**src/rtl/hazard_ctrl_pkg.sv**
```systemverilog
// Shared types and default widths for the pipeline hazard controller.
package hazard_ctrl_pkg;

  localparam int REG_AW_DEF = 5;
  localparam int CNT_W_DEF  = 32;

  typedef enum logic {
    RUN      = 1'b0,
    MEM_WAIT = 1'b1
  } state_e;

endpackage

```
**src/rtl/sat_counter.sv**
```systemverilog
// Up-counter with synchronous clear that sticks at all-ones instead of wrapping.
module sat_counter #(
  parameter int W = 32
) (
  input  logic         clk,
  input  logic         clr,
  input  logic         inc,
  output logic [W-1:0] cnt
);

  logic [W-1:0] cnt_q;
  logic [W-1:0] cnt_d;

  always_comb begin
    cnt_d = cnt_q;
    if (clr) begin
      cnt_d = '0;
    end else if (inc && (cnt_q != '1)) begin
      cnt_d = cnt_q + 1'b1;
    end
  end

  always_ff @(posedge clk) begin
    cnt_q <= cnt_d;
  end

  assign cnt = cnt_q;

endmodule

```
**src/rtl/hazard_ctrl.sv**
```systemverilog
// Pipeline hazard controller: memory-wait stalls, jump redirects and load-use
// bubbles, with a sticky memory timeout and saturating stall/jump counters.
module hazard_ctrl
  import hazard_ctrl_pkg::*;
#(
  parameter int ADDR_W      = 64,
  parameter int REG_AW      = REG_AW_DEF,
  parameter int CNT_W       = CNT_W_DEF,
  parameter int MEM_TIMEOUT = 256
) (
  input  logic              Clk,
  input  logic              Rst,
  input  logic [REG_AW-1:0] IdRs1Addr,
  input  logic              IdRs1Ren,
  input  logic [REG_AW-1:0] IdRs2Addr,
  input  logic              IdRs2Ren,
  input  logic [REG_AW-1:0] ExRdAddr,
  input  logic              ExRdWen,
  input  logic              ExIsLoad,
  input  logic              ExJumpFlag,
  input  logic [ADDR_W-1:0] ExJumpAddr,
  input  logic              MemReq,
  input  logic              MemAck,
  output logic              PcHold,
  output logic              If2IdHold,
  output logic              Id2ExHold,
  output logic              Ex2MemHold,
  output logic              If2IdFlush,
  output logic              Id2ExFlush,
  output logic              Mem2WbFlush,
  output logic              JumpFlagToPc,
  output logic [ADDR_W-1:0] JumpAddrToPc,
  output logic              MemTimeout,
  output logic [CNT_W-1:0]  StallCnt,
  output logic [CNT_W-1:0]  JumpCnt
);

  localparam int WAIT_W = $clog2(MEM_TIMEOUT + 1);
  localparam logic [WAIT_W-1:0] TIMEOUT_V = WAIT_W'(MEM_TIMEOUT);

  state_e            state_q, state_d;
  logic [WAIT_W-1:0] wait_q, wait_d;
  logic              timeout_q, timeout_d;
  logic              lu;
  logic              mw;

  assign lu = ExIsLoad & ExRdWen & (ExRdAddr != '0) &
              ((IdRs1Ren & (IdRs1Addr == ExRdAddr)) |
               (IdRs2Ren & (IdRs2Addr == ExRdAddr)));
  assign mw = MemReq & ~MemAck;

  always_comb begin
    state_d      = state_q;
    wait_d       = wait_q;
    timeout_d    = timeout_q;
    PcHold       = 1'b0;
    If2IdHold    = 1'b0;
    Id2ExHold    = 1'b0;
    Ex2MemHold   = 1'b0;
    If2IdFlush   = 1'b0;
    Id2ExFlush   = 1'b0;
    Mem2WbFlush  = 1'b0;
    JumpFlagToPc = 1'b0;
    JumpAddrToPc = '0;

    // Priority: memory wait beats a redirect, which beats a load-use bubble.
    if (mw) begin
      PcHold      = 1'b1;
      If2IdHold   = 1'b1;
      Id2ExHold   = 1'b1;
      Ex2MemHold  = 1'b1;
      Mem2WbFlush = 1'b1;
      state_d     = MEM_WAIT;
    end else begin
      state_d = RUN;
      if (ExJumpFlag) begin
        JumpFlagToPc = 1'b1;
        JumpAddrToPc = ExJumpAddr;
        If2IdFlush   = 1'b1;
        Id2ExFlush   = 1'b1;
      end else if (lu) begin
        PcHold     = 1'b1;
        If2IdHold  = 1'b1;
        Id2ExFlush = 1'b1;
      end
    end

    // Wait counter parks at the limit so the timeout flag stays meaningful.
    if (state_q == MEM_WAIT) begin
      if (wait_q != TIMEOUT_V) begin
        wait_d = wait_q + 1'b1;
      end
      if (wait_d == TIMEOUT_V) begin
        timeout_d = 1'b1;
      end
    end else begin
      wait_d = '0;
    end

    if (Rst) begin
      PcHold       = 1'b0;
      If2IdHold    = 1'b0;
      Id2ExHold    = 1'b0;
      Ex2MemHold   = 1'b0;
      If2IdFlush   = 1'b0;
      Id2ExFlush   = 1'b0;
      Mem2WbFlush  = 1'b0;
      JumpFlagToPc = 1'b0;
      JumpAddrToPc = '0;
    end
  end

  always_ff @(posedge Clk) begin
    if (Rst) begin
      state_q   <= RUN;
      wait_q    <= '0;
      timeout_q <= 1'b0;
    end else begin
      state_q   <= state_d;
      wait_q    <= wait_d;
      timeout_q <= timeout_d;
    end
  end

  assign MemTimeout = timeout_q;

  sat_counter #(.W(CNT_W)) u_stall_cnt (
    .clk (Clk),
    .clr (Rst),
    .inc (PcHold),
    .cnt (StallCnt)
  );

  sat_counter #(.W(CNT_W)) u_jump_cnt (
    .clk (Clk),
    .clr (Rst),
    .inc (JumpFlagToPc),
    .cnt (JumpCnt)
  );

endmodule

```
**config.mk**
```make
export PLATFORM = sky130hd
export DESIGN_NAME = hazard_ctrl
export DESIGN_NICKNAME = d
export VERILOG_FILES = /design/src/rtl/hazard_ctrl_pkg.sv /design/src/rtl/sat_counter.sv /design/src/rtl/hazard_ctrl.sv
export SDC_FILE = /design/constraint.sdc
export NUM_CORES = 1
export LEC_CHECK = 0
export ABC_CLOCK_PERIOD_IN_PS = 2100
export BUFFER_PORTS_ARGS = -buffer_cell sky130_fd_sc_hd__buf_2
export CAP_MARGIN = 20
export CORE_MARGIN = 2
export CORE_UTILIZATION = 40
export CTS_BUF_LIST = sky130_fd_sc_hd__clkbuf_4
export CTS_CLUSTER_SIZE = 12
export DETAILED_ROUTE_END_ITERATION = 10
export HOLD_SLACK_MARGIN = 0.08
export PLACE_DENSITY = 0.84
export SYNTH_ARGS = -nofsm -noshare
export SYNTH_HDL_FRONTEND = slang
export SYNTH_SLANG_ARGS = --single-unit
```
**constraint.sdc**
```tcl
create_clock -name Clk -period 2.1 [get_ports Clk]
set_clock_uncertainty 0.1 [all_clocks]
set_input_delay 0 -clock Clk [delete_from_list [all_inputs] [get_ports Clk]]
set_output_delay 0 -clock Clk [all_outputs]
set_load 0.05 [all_outputs]
```
# After elaboration in Yosys (flattened, before gate mapping)
# Index checks and enable logic that the tools add are counted.
[totals]
in_bits = 88
out_inout_bits = 137
regBits = 75
elab_cells = 45
[op_classes]
n_eq_ne = 6
mux = 17
n_reduce_logical = 5
add_sub_neg = 3
bitwise = 9
[ops]
columns = ["operator", "n"]
rows = [
  ["64-bit 2-to-1 mux", 3],
  ["32-bit by 1-bit adder with 32-bit output, second input constant", 2],
  ["32-bit != test, second input constant", 2],
  ["9-bit 2-to-1 mux", 2],
  ["1-bit 2-to-1 mux", 12],
  ["5-bit equality test", 2],
  ["9-bit by 1-bit adder with 9-bit output, second input constant", 1],
  ["9-bit equality test, second input constant", 1],
  ["9-bit != test, second input constant", 1],
  ["1-bit AND", 6],
  ["5-bit nonzero test", 1],
  ["1-bit logical AND", 2],
  ["1-bit NOT", 2],
  ["2-bit AND reduction", 1],
  ["2-bit OR reduction", 1],
  ["1-bit bitwise OR", 1],
]

# Logic depth before layout (Yosys ltp)
# Gate-level depths: netlist of the first run.
[depth]
depth_word = 9
ltp_mapped = 9
ltp_nobuf = 8

# Cells and area by module
# Synthesis of the first run repeated with hierarchy kept, for this count alone.
[unflattened]
hier_cells = 566
hier_area_um2 = 4583.1
[modules_own_cells]
columns = ["mod", "seq_area_each_um2", "area_each_um2", "instances", "cells_per_inst"]
rows = [
  ["sat_counter", 640.6, 1674.1, 2, 199],
  ["hazard_ctrl", 220.2, 1234.9, 1, 168],
]

# Least setup slack after synthesis of the first run
# OpenSTA, ideal clock, no wires.
[synth_timing]
kind = "register -> register"
startpoint = "register u_jump_cnt.cnt_q[0], in the netlist u_jump_cnt.cnt[0]"
endpoint = "register u_jump_cnt.cnt_q[11], in the netlist u_jump_cnt.cnt[11]"
n_path_buf = 0
path_stages_with_launch = 8
t_arrival_ps = 2104
setup_ps = 128
slack_ps = -232
period_less_slack_ps = 2332
required_ps = 1872
path_cell_list = "dfxtp_1 > ha_1 > nand2_1 > nor4_1 > nand4_1 > nand4_1 > xor2_1 > nor2_1"
[synth_between]
elab_chain_cells = 2
elab_cells_between_ends = 3
classes_between = "add/sub: 1; eq/ne: 1; reduce/logical: 1"
[synth_lines]
columns = ["item", "line", "text"]
rows = [
  ["start: declaration", "sat_counter.sv:11", "logic [W-1:0] cnt_q;"],
  ["start signal: assignment", "sat_counter.sv:24", "cnt_q <= cnt_d;"],
  ["branches (longest 2 deep; another with 32-bit by 1-bit adder with 32-bit output)", "-", ""],
]
# Parallel ways; which one is timed is not known.
# A chain may end at the register's enable or synchronous reset.

# Final worst setup path of the first run
[layout_timing]
startpoint = "register u_stall_cnt.cnt_q[13], in the netlist u_stall_cnt.cnt[13]"
endpoint = "register u_stall_cnt.cnt_q[30], in the netlist u_stall_cnt.cnt[30]"
[layout_between]
elab_chain_cells = 2
elab_cells_between_ends = 3
classes_between = "add/sub: 1; eq/ne: 1; reduce/logical: 1"
[layout_lines]
columns = ["item", "line"]
rows = [
  ["start: declaration", "sat_counter.sv:11"],
  ["start signal: assignment", "sat_counter.sv:24"],
  ["branches (longest 2 deep; another with 32-bit by 1-bit adder with 32-bit output)", "-"],
]
# Parallel ways; which one is timed is not known.

==> results.toml, run 1 <==
[die]
dieArea_um2 = 11500
die_h_um = 107
die_w_um = 107
coreArea_um2 = 10400
std_cell_rows = 37
start_util_pct = 41.2
io_pins = 225

[synthesis]
synth_area_leaders = "dfxtp_1 35%, and2_1 10%, xor2_1 6.4%, nor2_1 5.3%, nand3_1 4.6%"
yosysMostFrequentCell = "dfxtp_1"
synth_area_um2 = 4280
synth_ff_type = "dfxtp_1"
ys_warn_count = 0
synth_seq_cells = 75
synth_common_cells = "75 x dfxtp_1, 68 x and2_1, 60 x nor2_1"
avgSynthCellArea_um2 = 7.98
yosysTopAreaCellShare_pct = 35.1
ys_seq_area_share_pct = 35.1
syn_nets = 628
synth-edff-count = 0
synthCells = 536
yosysTopAreaCell = "dfxtp_1"
synthArstFlopShare_pct = 0
synth_cell_type_count = 49

[global_routing]
grt_pass1_wl_um = 21500
grt_pass1_vias = 4315
antenna_found_initial = 0
grt_start_max_net_pins = 68
grt_util_all_layers_pct = 24.1
overflow = 0

[drt]
finalWirelength_um = 14700
vias_per_cell = 5.22
ant_nets = 0
vias = 4850
first_pass_iters = 5
route.detailed.drc = 0
drtIter0Drc = 317
wl_per_cell_um = 15.8

[clock_tree]
cts_htree_levels = 3
cts-root-buf = "clkbuf_4"
cts_tree = "done"
cts-buffers-inserted = 9
cts_buffer_depth = 2
path_clk_slew_ps = 130
insertion_delay_ps = 430
numClockSinks = 75

[final_layout]
seqCellArea_um2 = 1570
nFillCells = 931
multi_input_area_um2 = 2710
fin_util_pct = 59.2
antenna_cells = 0
nNetsFinal = 880
synthToLayoutAreaGrowth_pct = 43.6
drive_gt1_share_pct = 44.1

[sta]
clock.fmax_mhz = 476
hold_slack_ps = 116
setup_tns_ps = -1.47
layout_worst_path_cycle_share_pct = 100
slew_headroom_pct = 60.8
drv_slew = 0
hold_viol = 0
rsz0062_at_grt = "yes"
finalSetupViolations = 1
setup_ws_ps = -1.47
min_period_ps = 2100
worstMarginPinSlew_ps = 586

[power_and_ir_drop]
peakVddDrop_v = 0.000349
power.density_nw_per_um2 = 485
p_total_uw = 2980
leakage_uw = 0.00288

[critical_path]
crit_type = "flop to flop"
r2r_start = "u_stall_cnt.cnt[13]"
cp.arrival_ps = 2330
r2r_cells = 6
crit_fanout = 7
critPathRequiredTime_ps = 2330
end_kind = "flop"
timing.rr.end = "u_stall_cnt.cnt[30]"
rrSetupSlack_ps = -1
startpoint_type = "flop"

[run]
max_cap_viol_count = 0

[hold_path]
hold_path_class = "input pin to flop"
min_from = "MemReq"
hold_depth = 6
holdPathEnd = "u_jump_cnt.cnt[0]"

[outcome]
outcome = "finished, violations left"
violations = "negative setup slack"

[placed_design]
portBuffers = 224
place.gp.congestion = 0.936
dp_hpwl_um = 11300
[cells by family after synthesis]
group | count (synthesis) | synth area share (%)
AO/OA/AOI/OAI | 65 | 9.69
buffers and inverters | 36 | 3.83
AND/OR/NAND/NOR | 299 | 38.3
adder cells (fa/ha/maj) | 4 | 1.17
XOR/XNOR | 51 | 10.4
flip-flops | 75 | 35.1
multiplexers | 6 | 1.43
[state kept, by name, indices dropped and copies added, names as in the netlist]
| signal | count |
|---|---|
| u_stall_cnt.cnt | 32 |
| wait_q | 9 |
| u_jump_cnt.cnt | 32 |
| MemTimeout | 1 |
| state_q | 1 |
[worst max path at each step]
stage | slack [ps] | depth (start not counted) | start | endpoint
3_3_place_gp | 90 | 6 | u_stall_cnt.cnt[7] | u_stall_cnt.cnt[16]
2_1_floorplan | -40 | 6 | u_jump_cnt.cnt[26] | u_jump_cnt.cnt[11]
4_1_cts | 10 | 6 | u_stall_cnt.cnt[8] | u_stall_cnt.cnt[24]
3_5_place_dp | 60 | 6 | u_stall_cnt.cnt[7] | u_stall_cnt.cnt[16]
6_report | -1 | 6 | u_stall_cnt.cnt[13] | u_stall_cnt.cnt[30]
5_1_grt | -100 | 7 | u_stall_cnt.cnt[0] | u_stall_cnt.cnt[30]
[where the power goes]
| part | internal [uW] | total [uW] | switching [uW] |
|---|---|---|---|
| Clock | 491 | 1040 | 544 |
| Sequential | 1420 | 1430 | 5.91 |
| Combinational | 169 | 513 | 344 |
[routing by layer]
metal | share of wire, % | vias up | track usage [%]
li1 | - | 2377 | -
met1 | 36 | 2248 | 25.0
met2 | 54 | 202 | 47.0
met3 | 6.4 | 23 | 4.36
met4 | 3.3 | 0 | 10.3
met5 | 0 | - | 0
[cell usage in the layout (no fill, tap or decap), types with 3 or more instances in the layout]
master         instances
buf_2                222
and2_1                68
nor2_1                59
dfxtp_2               48
nand3_1               36
nand4_1               31
xor2_1                31
buf_4                 30
nand2_1               26
a21oi_1               26
dfxtp_1               25
xnor2_1               20
o21ai_0               20
or3_1                 20
and3_1                16
clkbuf_4              11
inv_1                 10
nor3_1                 9
dlygate4sd3_1          9
or4_1                  6
and4_1                 5
o31ai_1                5
mux2i_1                5
nand3_2                4
ha_1                   3
inv_6                  3
[stage by stage]
step / worst slack (ps) / instances / area (um^2)
finish: -1.47 / 929 / 6140
global route: -97.2 / 929 / 6140
CTS: 14.1 / 923 / 5990
detailed placement: 60.7 / 897 / 5720
global placement: 86.4 / 897 / 5720
floorplan: -39.4 / 536 / 4340
[critical path, stage by stage, from the launching register on]
cell	delay (ps)
dfxtp_2	390
nand4_1	190
nor4_4	400
a21boi_4	360
buf_6	140
nand4_1	120
mux2_4	310
[timing repair]
action	4_1_cts	5_1_grt
endpoints found under the setup margin	0	41
hold endpoints to repair	22	0
hold buffers	10	0
buffers inserted	0	6
resized for setup	0	26
[layout make-up]
cell class              instances  share of cell area (%)
flip-flops and latches         75                    25.6
clock inverters                 7                    1.59
multi-input cells             425                    44.1
well taps                     136                    2.77
repair buffers                266                    24.2
clock buffers                   9                    1.10
inverters                      11                   0.673
Power figures use the tool's default switching activity.
==> inputs of run 2 (changes only) <==
--- a/config.mk
+++ b/config.mk
@@ -8,13 +8,17 @@
 export ABC_CLOCK_PERIOD_IN_PS = 2100
 export BUFFER_PORTS_ARGS = -buffer_cell sky130_fd_sc_hd__buf_2
 export CAP_MARGIN = 20
+export CELL_PAD_IN_SITES_DETAIL_PLACEMENT = 1
+export CELL_PAD_IN_SITES_GLOBAL_PLACEMENT = 2
+export CORE_ASPECT_RATIO = 1.4
 export CORE_MARGIN = 2
-export CORE_UTILIZATION = 40
+export CORE_UTILIZATION = 23
 export CTS_BUF_LIST = sky130_fd_sc_hd__clkbuf_4
 export CTS_CLUSTER_SIZE = 12
 export DETAILED_ROUTE_END_ITERATION = 10
 export HOLD_SLACK_MARGIN = 0.08
-export PLACE_DENSITY = 0.84
+export PLACE_DENSITY = 0.87
 export SYNTH_ARGS = -nofsm -noshare
 export SYNTH_HDL_FRONTEND = slang
+export SYNTH_HIERARCHICAL = 1
 export SYNTH_SLANG_ARGS = --single-unit
==> run 2 against run 1 <==
Effect of this change: the flow still finishes with violations (negative setup slack); cell count grew 24%; combinational power grew 4.9%; critical path depth decreased by 1; via count is 14% higher; sequential power shrank 3%; global-route usage shrank 6.8 points; power down 5.8%; die area increased by 83%; sequential share of layout area decreased by 3.6 points; register-to-register slack about the same; utilization down 21 points; largest cell class unchanged.
==> results.toml, run 2 <==
[outcome]
outcome = "finished, violations left"
violations = "negative setup slack"

[clock_tree]
cts_htree_levels = 3
cts_tree = "done"
path_clk_slew_ps = 150
insertion_delay_ps = 460
cts-buffers-inserted = 9
numClockSinks = 75
cts_buffer_depth = 2
cts-root-buf = "clkbuf_4"

[global_routing]
antenna_found_initial = 1
grt_util_all_layers_pct = 17.3
grt_pass1_vias = 5478
overflow = 0
grt_start_max_net_pins = 71
grt_pass1_wl_um = 28700

[power_and_ir_drop]
peakVddDrop_v = 0.000175
clkPwrFrac_pct = 31.3
power.density_nw_per_um2 = 371
leakage_uw = 0.00331
pwr-share-comb_pct = 19.2
power_frac_seq_pct = 49.5
p_int_uw = 1840
p_sw_share_pct = 34.5
p_switching_uw = 968

[critical_path]
crit_slowest_cell = "or3_4"
cp.arrival_ps = 2400
critPathRequiredTime_ps = 2390
crit_chain = "nand4_1 -> or3_4 -> or3_4 -> or4_4 -> a21oi_2"
startpoint_type = "flop"
r2r_cells = 5
critPathBufInv = 0
crit_fanout = 6
path_common_cell = "or3_4"
crit_type = "flop to flop"
end_kind = "flop"
cpLargestDelayFamily = "simple AND/OR/NAND/NOR gates"
path_depth = 5
max_stage_delay_ps = 440

[drt]
finalWirelength_um = 19000
drtIter0Drc = 245
vias_per_cell = 4.78
ant_nets = 0
vias = 5508
wl_per_cell_um = 16.5
first_pass_iters = 4
route.detailed.drc = 0

[die]
std_cell_rows = 61
start_util_pct = 23.3
dieArea_um2 = 21100
die_h_um = 171
die_w_um = 123
io_pins = 225
coreArea_um2 = 19700

[sta]
worstMarginPinSlew_ps = 788
min_period_ps = 2110
slew_headroom_pct = 47.5
hold_viol = 0
layout_worst_path_cycle_share_pct = 100
rsz0062_at_grt = "yes"
setup_tns_ps = -7.50
drv_slew = 0
clock.fmax_mhz = 474
setup_ws_ps = -7.50
finalSetupViolations = 1
hold_slack_ps = 111

[synthesis]
synth_seq_cells = 75
yosysMostFrequentCell = "dfxtp_1"
synth_area_leaders = "dfxtp_1 33%, and2_1 9.0%, xnor2_1 5.2%, a21oi_1 5.1%, o31ai_1 4.1%"
synthArstFlopShare_pct = 0
synth_ff_type = "dfxtp_1"
ys_warn_count = 6
syn_nets = 658
yosysTopAreaCellShare_pct = 32.8
ys_seq_area_share_pct = 32.8
synth-edff-count = 0
synthCells = 566
avgSynthCellArea_um2 = 8.10
synth_cell_type_count = 49
synth_area_um2 = 4580
yosysTopAreaCell = "dfxtp_1"
synth_common_cells = "75 x dfxtp_1, 66 x and2_1, 47 x a21oi_1"

[final_layout]
nNetsFinal = 987
fin_util_pct = 38.4
drive_gt1_share_pct = 56.1
final_cell_mix = "215 x buf_2, 127 x buf_4, 66 x and2_1"
final_common_cell = "buf_2"
synthToLayoutAreaGrowth_pct = 65.0

[run]
max_cap_viol_count = 0

[hold_path]
hold_depth = 3
hold_path_class = "input pin to flop"

[placed_design]
dp_hpwl_um = 15000
place.gp.congestion = 0.841
place_ws_ps = -431
portBuffers = 224
==> run 2: changes by cell type in the layout (fill, tap and decap cells not counted), moves of 8 or more <==
| cell | change |
|---|---|
| dfxtp_1 | -12 |
| a21oi_1 | +17 |
| buf_4 | +97 |
| dfxtp_4 | +31 |
| xnor2_2 | +9 |
| and3_1 | -11 |
| or4_1 | +14 |
| buf_6 | +8 |
| xor2_1 | -26 |
| nand3_1 | -12 |
| dfxtp_2 | -19 |
| nor2_1 | -17 |
| o31ai_1 | +19 |
==> run 2: final cells by class <==
type                       count  area, um^2
inverter                       7        26.3
clock inverter                 7        60.1
sequential                    75        1660
tap                          252         315
fill                        2428       12100
multi-input combinational    448        3260
timing repair buffer         354        2170
clock buffer                   9        67.6
antenna                        1        2.50
==> run 2: stage by stage <==
step                cells  instance area (um^2)  power, uW
floorplan             566                  4900       1750
global placement     1124                  7040       1930
detailed placement   1124                  7040       1930
CTS                  1142                  7210       2850
global route         1153                  7560       2960
finish               1153                  7560       2810
==> run 2: path summary, 6_finish.rpt <==
check | to | from | slack (ps)
worst max-delay path | u_stall_cnt/cnt[30] | u_stall_cnt/cnt[11] | -7
worst min-delay path | u_stall_cnt/cnt[0] | Rst | 110
worst max register to register | u_stall_cnt/cnt[30] | u_stall_cnt/cnt[11] | -7
worst min register to register | MemTimeout | MemTimeout | 400
==> run 2: worst min-delay path, stage by stage <==
cell	delay (ps)
buf_2	120
buf_4	340
nor2_1	170
==> run 2: timing repair <==
action,4_1_cts,5_1_grt
endpoints found under the hold margin,11,0
hold buffers,2,0
setup buffers,0,10
resized for setup,5,64
endpoints found under the setup margin,19,42
pin swaps,0,25
==> run 2: logic make-up after synthesis <==
logic type / Yosys count / share of synthesized area [%]
adders and majority gates: 4 / 1.09
DFF: 75 / 32.8
xor gates and xnor gates: 32 / 6.12
AOI/OAI and AO/OA: 110 / 15.5
buffers and inverters: 43 / 4.42
muxes: 6 / 1.42
and+or+nand+nor: 296 / 38.7
==> run 2: power by group through the flow <==
stage,clock network (uW),registers [uW],logic (uW)
after global routing,1000,1390,569
final,879,1390,538
after CTS,943,1390,516
after detailed placement,0,1420,513
after global placement,0,1420,506
after floorplan,0,1440,309
==> run 2: metal layers <==
layer	vias to the layer above	track usage [%]	part of all wire, %
met3	22	2.13	3.5
met5	-	0	0
met2	113	31.2	52
met1	2650	21.1	42
met4	0	5.53	1.7
li1	2723	-	-
